`config.mk`:
```
export PLATFORM = sky130hd
export DESIGN_NAME = apb_slave_regfile
export DESIGN_NICKNAME = d
export VERILOG_FILES = /design/src/rtl/apb_slave_regfile_pkg.sv /design/src/rtl/apb_wait_counter.sv /design/src/rtl/apb_slave_regfile.sv
export SDC_FILE = /design/constraint.sdc
export NUM_CORES = 1
export LEC_CHECK = 0
export BUFFER_PORTS_ARGS = -buffer_cell sky130_fd_sc_hd__buf_4
export CAP_MARGIN = 25
export CORE_AREA = 4 4 176 264
export DETAILED_ROUTE_END_ITERATION = 12
export DIE_AREA = 0 0 180 268
export GPL_ROUTABILITY_DRIVEN = 0
export PLACE_DENSITY_LB_ADDON = 0.15
export SLEW_MARGIN = 20
export SYNTH_ARGS = -nofsm -noshare
export SYNTH_HDL_FRONTEND = slang
export SYNTH_SLANG_ARGS = --single-unit
```
`constraint.sdc`:
```
create_clock -name Pclk -period 23.7 [get_ports Pclk]
set_input_delay 2.37 -clock Pclk [delete_from_list [all_inputs] [get_ports Pclk]]
set_output_delay 2.37 -clock Pclk [all_outputs]
set_load 0.05 [all_outputs]
```
`src/rtl/apb_slave_regfile_pkg.sv`:
```
// Shared definitions for the APB register-file slave: bus width, FSM encoding
// and the default identification word returned by register 0.
package apb_slave_regfile_pkg;

  localparam int APB_WIDTH = 32;
  localparam int APB_CNT_W = 4;
  localparam logic [31:0] APB_ID_VALUE = 32'hA5B0_0001;

  typedef enum logic [1:0] {
    ST_IDLE = 2'b00,
    ST_WAIT = 2'b01,
    ST_RESP = 2'b10
  } apb_state_e;

  // Number of word-index bits needed to address a bank of the given depth.
  function automatic int apb_index_bits(input int depth);
    return $clog2(depth);
  endfunction

endpackage

```
`src/rtl/apb_wait_counter.sv`:
```
// Loadable down-counter that paces the access phase; done marks the last
// wait cycle so the FSM can move to the response on the following edge.
module apb_wait_counter
  import apb_slave_regfile_pkg::*;
#(
  parameter int CNT_W = APB_CNT_W
) (
  input  logic             clk,
  input  logic             rst,
  input  logic             load,
  input  logic [CNT_W-1:0] load_value,
  input  logic             dec,
  output logic             done
);

  logic [CNT_W-1:0] cnt_q;

  always_ff @(posedge clk or posedge rst) begin
    if (rst) begin
      cnt_q <= '0;
    end else if (load) begin
      cnt_q <= load_value;
    end else if (dec && (cnt_q != '0)) begin
      cnt_q <= cnt_q - CNT_W'(1);
    end
  end

  assign done = (cnt_q == CNT_W'(1));

endmodule

```
`src/rtl/apb_slave_regfile.sv`:
```
// APB register-bank responder with configurable wait states and error
// signalling for out-of-range accesses and writes to the read-only ID word.
module apb_slave_regfile
  import apb_slave_regfile_pkg::*;
#(
  parameter int               WIDTH       = APB_WIDTH,
  parameter int               DEPTH       = 16,
  parameter int               WAIT_STATES = 0,
  parameter logic [WIDTH-1:0] ID_VALUE    = APB_ID_VALUE
) (
  input  logic             Pclk,
  input  logic             Preset,
  input  logic             Psel,
  input  logic             Penable,
  input  logic             Pwrite,
  input  logic [WIDTH-1:0] Paddr,
  input  logic [WIDTH-1:0] Pwdata,
  output logic [WIDTH-1:0] Prdata,
  output logic             Pready,
  output logic             Pslverr
);

  localparam int AW = apb_index_bits(DEPTH);
  localparam logic [APB_CNT_W-1:0] WAIT_LOAD = APB_CNT_W'(WAIT_STATES);

  apb_state_e state_q, state_d;

  logic [WIDTH-3:0] addr_q;
  logic             write_q;
  logic [WIDTH-1:0] wdata_q;
  logic [WIDTH-1:0] regs [DEPTH];

  logic             setup_phase;
  logic             cnt_load;
  logic             cnt_dec;
  logic             cnt_done;
  logic             enter_resp;
  logic             do_write;

  logic [WIDTH-3:0] req_addr;
  logic             req_write;
  logic [AW-1:0]    req_idx;
  logic             req_in_range;
  logic             req_err;
  logic [WIDTH-1:0] rd_word;

  logic             unused_paddr_bits;
  assign unused_paddr_bits = ^Paddr[1:0];

  assign setup_phase = Psel && !Penable;

  // With no wait states the response is built in the setup cycle itself, so
  // the live bus request is used while idle and the latched copy afterwards.
  assign req_addr     = (state_q == ST_IDLE) ? Paddr[WIDTH-1:2] : addr_q;
  assign req_write    = (state_q == ST_IDLE) ? Pwrite : write_q;
  assign req_idx      = req_addr[AW-1:0];
  assign req_in_range = ((req_addr >> AW) == '0);
  assign req_err      = !req_in_range || (req_write && (req_idx == '0));
  assign rd_word      = regs[req_idx];

  apb_wait_counter #(
    .CNT_W(APB_CNT_W)
  ) u_wait_counter (
    .clk       (Pclk),
    .rst       (Preset),
    .load      (cnt_load),
    .load_value(WAIT_LOAD),
    .dec       (cnt_dec),
    .done      (cnt_done)
  );

  always_ff @(posedge Pclk or posedge Preset) begin
    if (Preset) begin
      state_q <= ST_IDLE;
    end else begin
      state_q <= state_d;
    end
  end

  always_comb begin
    state_d    = state_q;
    cnt_load   = 1'b0;
    cnt_dec    = 1'b0;
    enter_resp = 1'b0;
    do_write   = 1'b0;
    case (state_q)
      ST_IDLE: begin
        if (setup_phase) begin
          cnt_load = 1'b1;
          if (WAIT_STATES > 0) begin
            state_d = ST_WAIT;
          end else begin
            state_d    = ST_RESP;
            enter_resp = 1'b1;
          end
        end
      end
      ST_WAIT: begin
        if (!Psel) begin
          state_d = ST_IDLE;
        end else if (cnt_done) begin
          state_d    = ST_RESP;
          enter_resp = 1'b1;
        end else begin
          cnt_dec = 1'b1;
        end
      end
      ST_RESP: begin
        state_d  = ST_IDLE;
        do_write = Psel && Penable && write_q && !req_err;
      end
      default: begin
        state_d = ST_IDLE;
      end
    endcase
  end

  always_ff @(posedge Pclk or posedge Preset) begin
    if (Preset) begin
      addr_q  <= '0;
      write_q <= 1'b0;
      wdata_q <= '0;
    end else if (cnt_load) begin
      addr_q  <= Paddr[WIDTH-1:2];
      write_q <= Pwrite;
      wdata_q <= Pwdata;
    end
  end

  // Entry 0 holds the ID word; the error path keeps writes from ever reaching it.
  always_ff @(posedge Pclk or posedge Preset) begin
    if (Preset) begin
      for (int i = 0; i < DEPTH; i++) begin
        regs[i] <= (i == 0) ? ID_VALUE : '0;
      end
    end else if (do_write) begin
      regs[addr_q[AW-1:0]] <= wdata_q;
    end
  end

  always_ff @(posedge Pclk or posedge Preset) begin
    if (Preset) begin
      Pready  <= 1'b0;
      Pslverr <= 1'b0;
      Prdata  <= '0;
    end else if (enter_resp) begin
      Pready  <= 1'b1;
      Pslverr <= req_err;
      Prdata  <= (req_err || req_write) ? '0 : rd_word;
    end else begin
      Pready  <= 1'b0;
      Pslverr <= 1'b0;
      Prdata  <= '0;
    end
  end

endmodule
```
* Word-level counts from Yosys, hierarchy flattened
Index checks and enable logic that the tools add are counted.
** Word-level totals
- Bits in registers :: 615
- Input port bits :: 69
- Output and inout bits :: 34
- Word-level logic and storage cells :: 80
** Operators by class
- Add/sub/neg operators :: 1
- Order comparisons :: 3
- Equality and inequality tests :: 5
- Mux-type cells :: 27
- Bitwise operators :: 2
- Reduce and logical (&&, ||, !) cells :: 18
** Operator list (number)
- bitwise mux 512 bit :: 1
- 2-to-1 mux 32 bit :: 5
- binary-select mux 32 bit (select 4 bit) :: 1
- demux 32 bit (select 4 bit) :: 1
- logical NOT 30 bit :: 1
- 2-to-1 mux 30 bit :: 1
- 2-to-1 mux 1 bit :: 11
- >= comparator 5 bit, second input constant :: 2
- inverter 4 -> 5 bit :: 2
- 2-to-1 mux 4 bit :: 2
- logical AND 1 bit :: 7
- 2-to-1 mux 2 bit :: 3
- < comparator 5 x 1 -> 1 bit, second input constant :: 1
- equality test 4 x 1 -> 1 bit, second input constant :: 1
- logical NOT 4 bit :: 1
- case mux 2 bit (2 select lines) :: 1
- nonzero test 4 bit :: 1
- subtractor 4 x 1 -> 4 bit, second input constant :: 1
- logical NOT 1 bit :: 3
- != test 3 bit, second input constant :: 1
- equality test 2 x 1 -> 1 bit, second input constant :: 1
- equality test 2 bit, second input constant :: 1
- logical NOT 2 bit :: 1
- logical OR 1 bit :: 2
- 4 further kinds :: 4

* Longest topological paths before layout
- Depth in word-level cells :: 8
- Mapped depth :: 10
- Gate-level depth less buffers :: 5

* Least setup slack after synthesis
No wires, ideal clock.
- Path type :: input-to-reg
- From :: in Paddr[15]
- To :: reg regs[308] in the netlist's numbering
- Setup time :: 0.125 ns
- Data arrival time :: 4.139 ns
- Required time :: 23.575 ns
- Setup slack :: 19.436 ns
- Stages on the path :: 7
- Path buffers :: 2
- Path through :: nor4_1 -> nand4_1 -> nor4_2 -> buf_6 -> o211a_2 -> buf_4 -> mux2_2
** On the way
- Word-level cells in the longest chain between the ends :: 7
** RTL lines
- start: declaration :: line apb_slave_regfile.sv:16 : input logic [WIDTH-1:0] Paddr,
- 2-to-1 mux 30 bit :: line apb_slave_regfile.sv:54 : assign req_addr = (state_q == ST_IDLE) ? Paddr[WIDTH-1:2] : addr_q;
- logical NOT 30 bit :: line apb_slave_regfile.sv:57 : assign req_in_range = ((req_addr >> AW) == '0);
- logical NOT 1 bit :: line apb_slave_regfile.sv:58 : assign req_err = !req_in_range || (req_write && (req_idx == '0));
- logical OR 1 bit :: line apb_slave_regfile.sv:58
- logical NOT 1 bit :: line apb_slave_regfile.sv:110 : do_write = Psel && Penable && write_q && !req_err;
- logical AND 1 bit :: line apb_slave_regfile.sv:110
- 2-to-1 mux 1 bit :: line apb_slave_regfile.sv:86 : case (state_q)
- end signal: indexed assignment :: line apb_slave_regfile.sv:134 : regs[i] <= (i == 0) ? ID_VALUE : '0;
- end signal: indexed assignment :: line apb_slave_regfile.sv:137 : regs[addr_q[AW-1:0]] <= wdata_q;
- end: declaration :: line apb_slave_regfile.sv:31 : logic [WIDTH-1:0] regs [DEPTH];
Every way passes these cells.
A chain may end at the register's enable or synchronous reset.

* Worst setup path in the final report
- From :: in Paddr[2]
- To :: reg Prdata[19]
** On the way
- Word-level cells in the longest chain between the ends :: 7
- Elaborated cells on any way between the ends :: 11
- Those cells by class :: 6 x mux; 1 x bitwise; 4 x reduce/logical
** RTL lines
- 2-to-1 mux 30 bit * :: line apb_slave_regfile.sv:54
- inverter 4 -> 5 bit (implied by the code) or logical NOT 4 bit (tied branches) :: line apb_slave_regfile.sv:59, apb_slave_regfile.sv:58
- binary-select mux 32 bit (select 4 bit) or logical AND 1 bit (tied branches) :: line apb_slave_regfile.sv:59, apb_slave_regfile.sv:58
- 2-to-1 mux 32 bit (implied by the code) or logical OR 1 bit (tied branches) :: line apb_slave_regfile.sv:59, apb_slave_regfile.sv:58
- 2-to-1 mux 32 bit (implied by the code) or logical OR 1 bit (tied branches) :: line apb_slave_regfile.sv:59, apb_slave_regfile.sv:149
- 2-to-1 mux 32 bit * :: line apb_slave_regfile.sv:149 : Prdata <= (req_err || req_write) ? '0 : rd_word;
- 2-to-1 mux 32 bit * :: line apb_slave_regfile.sv:146 : end else if (enter_resp) begin
- end signal: assignment :: line apb_slave_regfile.sv:149
- end: declaration :: line apb_slave_regfile.sv:18 : output logic [WIDTH-1:0] Prdata,
Every way passes the cells marked *; elsewhere a longest branch is shown, timed or not. The select of a mux whose other input is x is not followed.

==> run metrics <==
wire length after detailed routing 61610 um; number of synthesized flops with an enable pin 0; Post-CTS Hold Buffers 0; crit path capture type flip-flop; netlist area before placement 27100 um^2; setup repair after global routing missed its margin no; drt pass-1 iters 5; switching share of power 23.60%; count of input and output buffers 100; via total after detailed routing 16217; clock sink total 610; Std-Cell Core Area 44340 um^2; number of failing setup endpoints in the final timing report 0; Max Buffers Root-to-Sink 3; highest net fanout along the worst path 51; NumNets Final 2071; worst setup skew after layout 11.29 ps; Post-Place Setup Slack 17490 ps; LEAKAGE 14.58 nW; Core Rows 95; WL/cell 23.43 um; chip width 180 um; PwrDens 73.89 nW/um^2; root buffer selected by CTS clkbuf_16; GRT Resource Usage Total 25.71%; clock-pin slew reported for the worst setup and hold paths after clock tree synthesis 60 ps; hold path startpoint regs[509]; Final HPWL DP 33170 um; list of most frequent post-synthesis cells 602 x dfrtp_1, 506 x mux2_2, 222 x nand2_1, 109 x mux2i_1, 108 x clkbuf_1; launching element of the worst setup path Paddr[2]; Inserted Diodes 0; starting density of the core 61.13%; fraction of the yosys area taken by sequential cells 56.36%; TritonCTS clock tree built; layout cells sized above 1 41.33%; largest net degree at the start of global routing 201; final non-filler cell area 30280 um^2; top cell type's share of synthesized area 55.58%; type of element launching the critical path input port; slew of the pin with the lowest slew margin 1054 ps; global route total overflow 0; Hold/Removal Path Class flip-flop to flip-flop; final-report max-slew violation count 0; Placed Area 28150 um^2; number of warnings reported in the yosys synthesis log 0; internal power summed over all cells 1.709 mW; drt first-iter violations 1228; data arrival at the endpoint of the critical path 6050 ps; most common cell in the netlist dfrtp_1; Avg Cell Area, Syn 13.61 um^2; layout-stage area growth over the synthesis result 11.71%; met2 global-route usage 45.41%; met1 track demand over resource 34.09%; Rel. slew slack 29.40%; Clock H-tree levels 2; Reg-to-Reg Start state_q[1]; buffers inserted by post-CTS timing repair 0; clock network fraction of total power 44.0%; per-cell via count in the routed design 6.169; Fmax 177.7 MHz; GRT busiest layer met2; initial antenna violation count 0; cells resized by post-CTS repair 0; Worst VDD drop 0.06743 mV; clock latency of the later-clocked register in the worst-skew pair 590 ps; most used flip-flop cell after synthesis dfrtp_1; count of state elements after synthesis 610; first-pass GRT wire length 97990 um; routing usage on met3 3.128%; status complete, no violations; top cells by area in the synthesized netlist dfrtp_1 56%, mux2_2 21%, mux2i_1 4.0%, mux4_2 3.5%, nand2_1 3.1%; cell taking the most area after synthesis dfrtp_1; share of flip-flops with an asynchronous set or reset after synthesis 100.0%; kind of critical path input port to flip-flop; remaining number of nets flagged by the antenna check after routing 0; worst setup margin 18070 ps; shortest clock period the worst path allows after layout 5628 ps; IO Count 103; synthesized netlist net count 2061; via count of the first global-routing pass 17103; NetSw 0.5280 mW; sequential group share of total power 49.6%; Required @ worst endpoint 24120 ps; number of maximum-capacitance constraint violations 0; instance count of the mapped netlist 1992; TritonCTS buffer count 56; Total Negative Setup Slacks 0 ps; final worst hold slack 366.6 ps; post-route clock period utilization 23.75%; die outline height 268 um; count of distinct cell types in the synthesized netlist 43; combinational group share of total power 6.4%; DRC violation count after routing 0; area of the die 48240 um^2; Hold Vio Cnt, Final 0
-- cell type report --
class	count	area [um^2]
Clock buffer	85	1722
Clock inverter	18	322.8
Fill cell	3166	14060
Inverter	4	22.52
Multi-Input combinational cell	1182	11020
Sequential cell	610	15270
Tap cell	582	728.2
Timing Repair Buffer	148	1184
-- per-layer routing --
layer / vias to the layer above / routed length (um)
met2: 376 / 32090
met4: 0 / 1547
met3: 98 / 2568
li1: 7172 / -
met5: - / 0
met1: 8571 / 25400
-- power by group through the flow --
stage | Sequential [mW] | Combinational, mW | Clock (mW)
after floorplan | 1.10 | 0.119 | 0
after global placement | 1.13 | 0.142 | 0
after detailed placement | 1.13 | 0.145 | 0
after CTS | 1.11 | 0.145 | 1.00
after global routing | 1.11 | 0.156 | 1.05
final | 1.11 | 0.144 | 0.984
-- path summary, 6_finish.rpt --
path | endpoint | slack (ps) | cells after the start
worst max-delay path | Prdata[19] | 18070 | 7
worst min-delay path | regs[509] | 370 | 0
worst max register to register | Prdata[19] | 19200 | 7
worst min register to register | regs[509] | 370 | 0
max in group asynchronous | regs[409] | 18760 | 6
min in group asynchronous | wdata_q[3] | 1910 | 2
-- logic make-up after synthesis --
family	after synthesis	synth area share, %
AOI/OAI and AO/OA	163	4.229
muxes	696	30.58
buffers and inverters	200	3.527
DFF	610	56.36
and+or+nand+nor	323	5.300
-- state kept, by name, indices dropped and copies added (netlist names) --
signal and cells:
Pready 1, Prdata 32, state_q 1, Pslverr 1, wdata_q 32, regs 512
addr_q 30, write_q 1
-- stage by stage --
step	power, mW	utilization [%]	cells
finish	2.237	68.29	2629
global route	2.317	68.29	2629
global placement	1.267	63.49	2523
detailed placement	1.273	63.49	2523
CTS	2.255	68.10	2626
floorplan	1.216	-	1992
-- layout by cell type (no fill, tap or decap), types with 21 or more instances in the layout --
master	instances
nand2_1	222
a211oi_1	21
mux2_4	31
mux2i_1	107
a21oi_1	64
buf_4	142
mux2_2	505
clkbuf_16	57
a2111oi_0	21
dfrtp_1	602
mux4_2	42
nor4_1	24
nand3_1	36
-- critical path, cell delays in order --
cell and delay [ps]:
buf_4 130, mux2i_4 570, buf_4 700, buf_4 700
mux4_2 580, a2111oi_0 760, a211oi_1 140
Power figures use the tool's default switching activity.
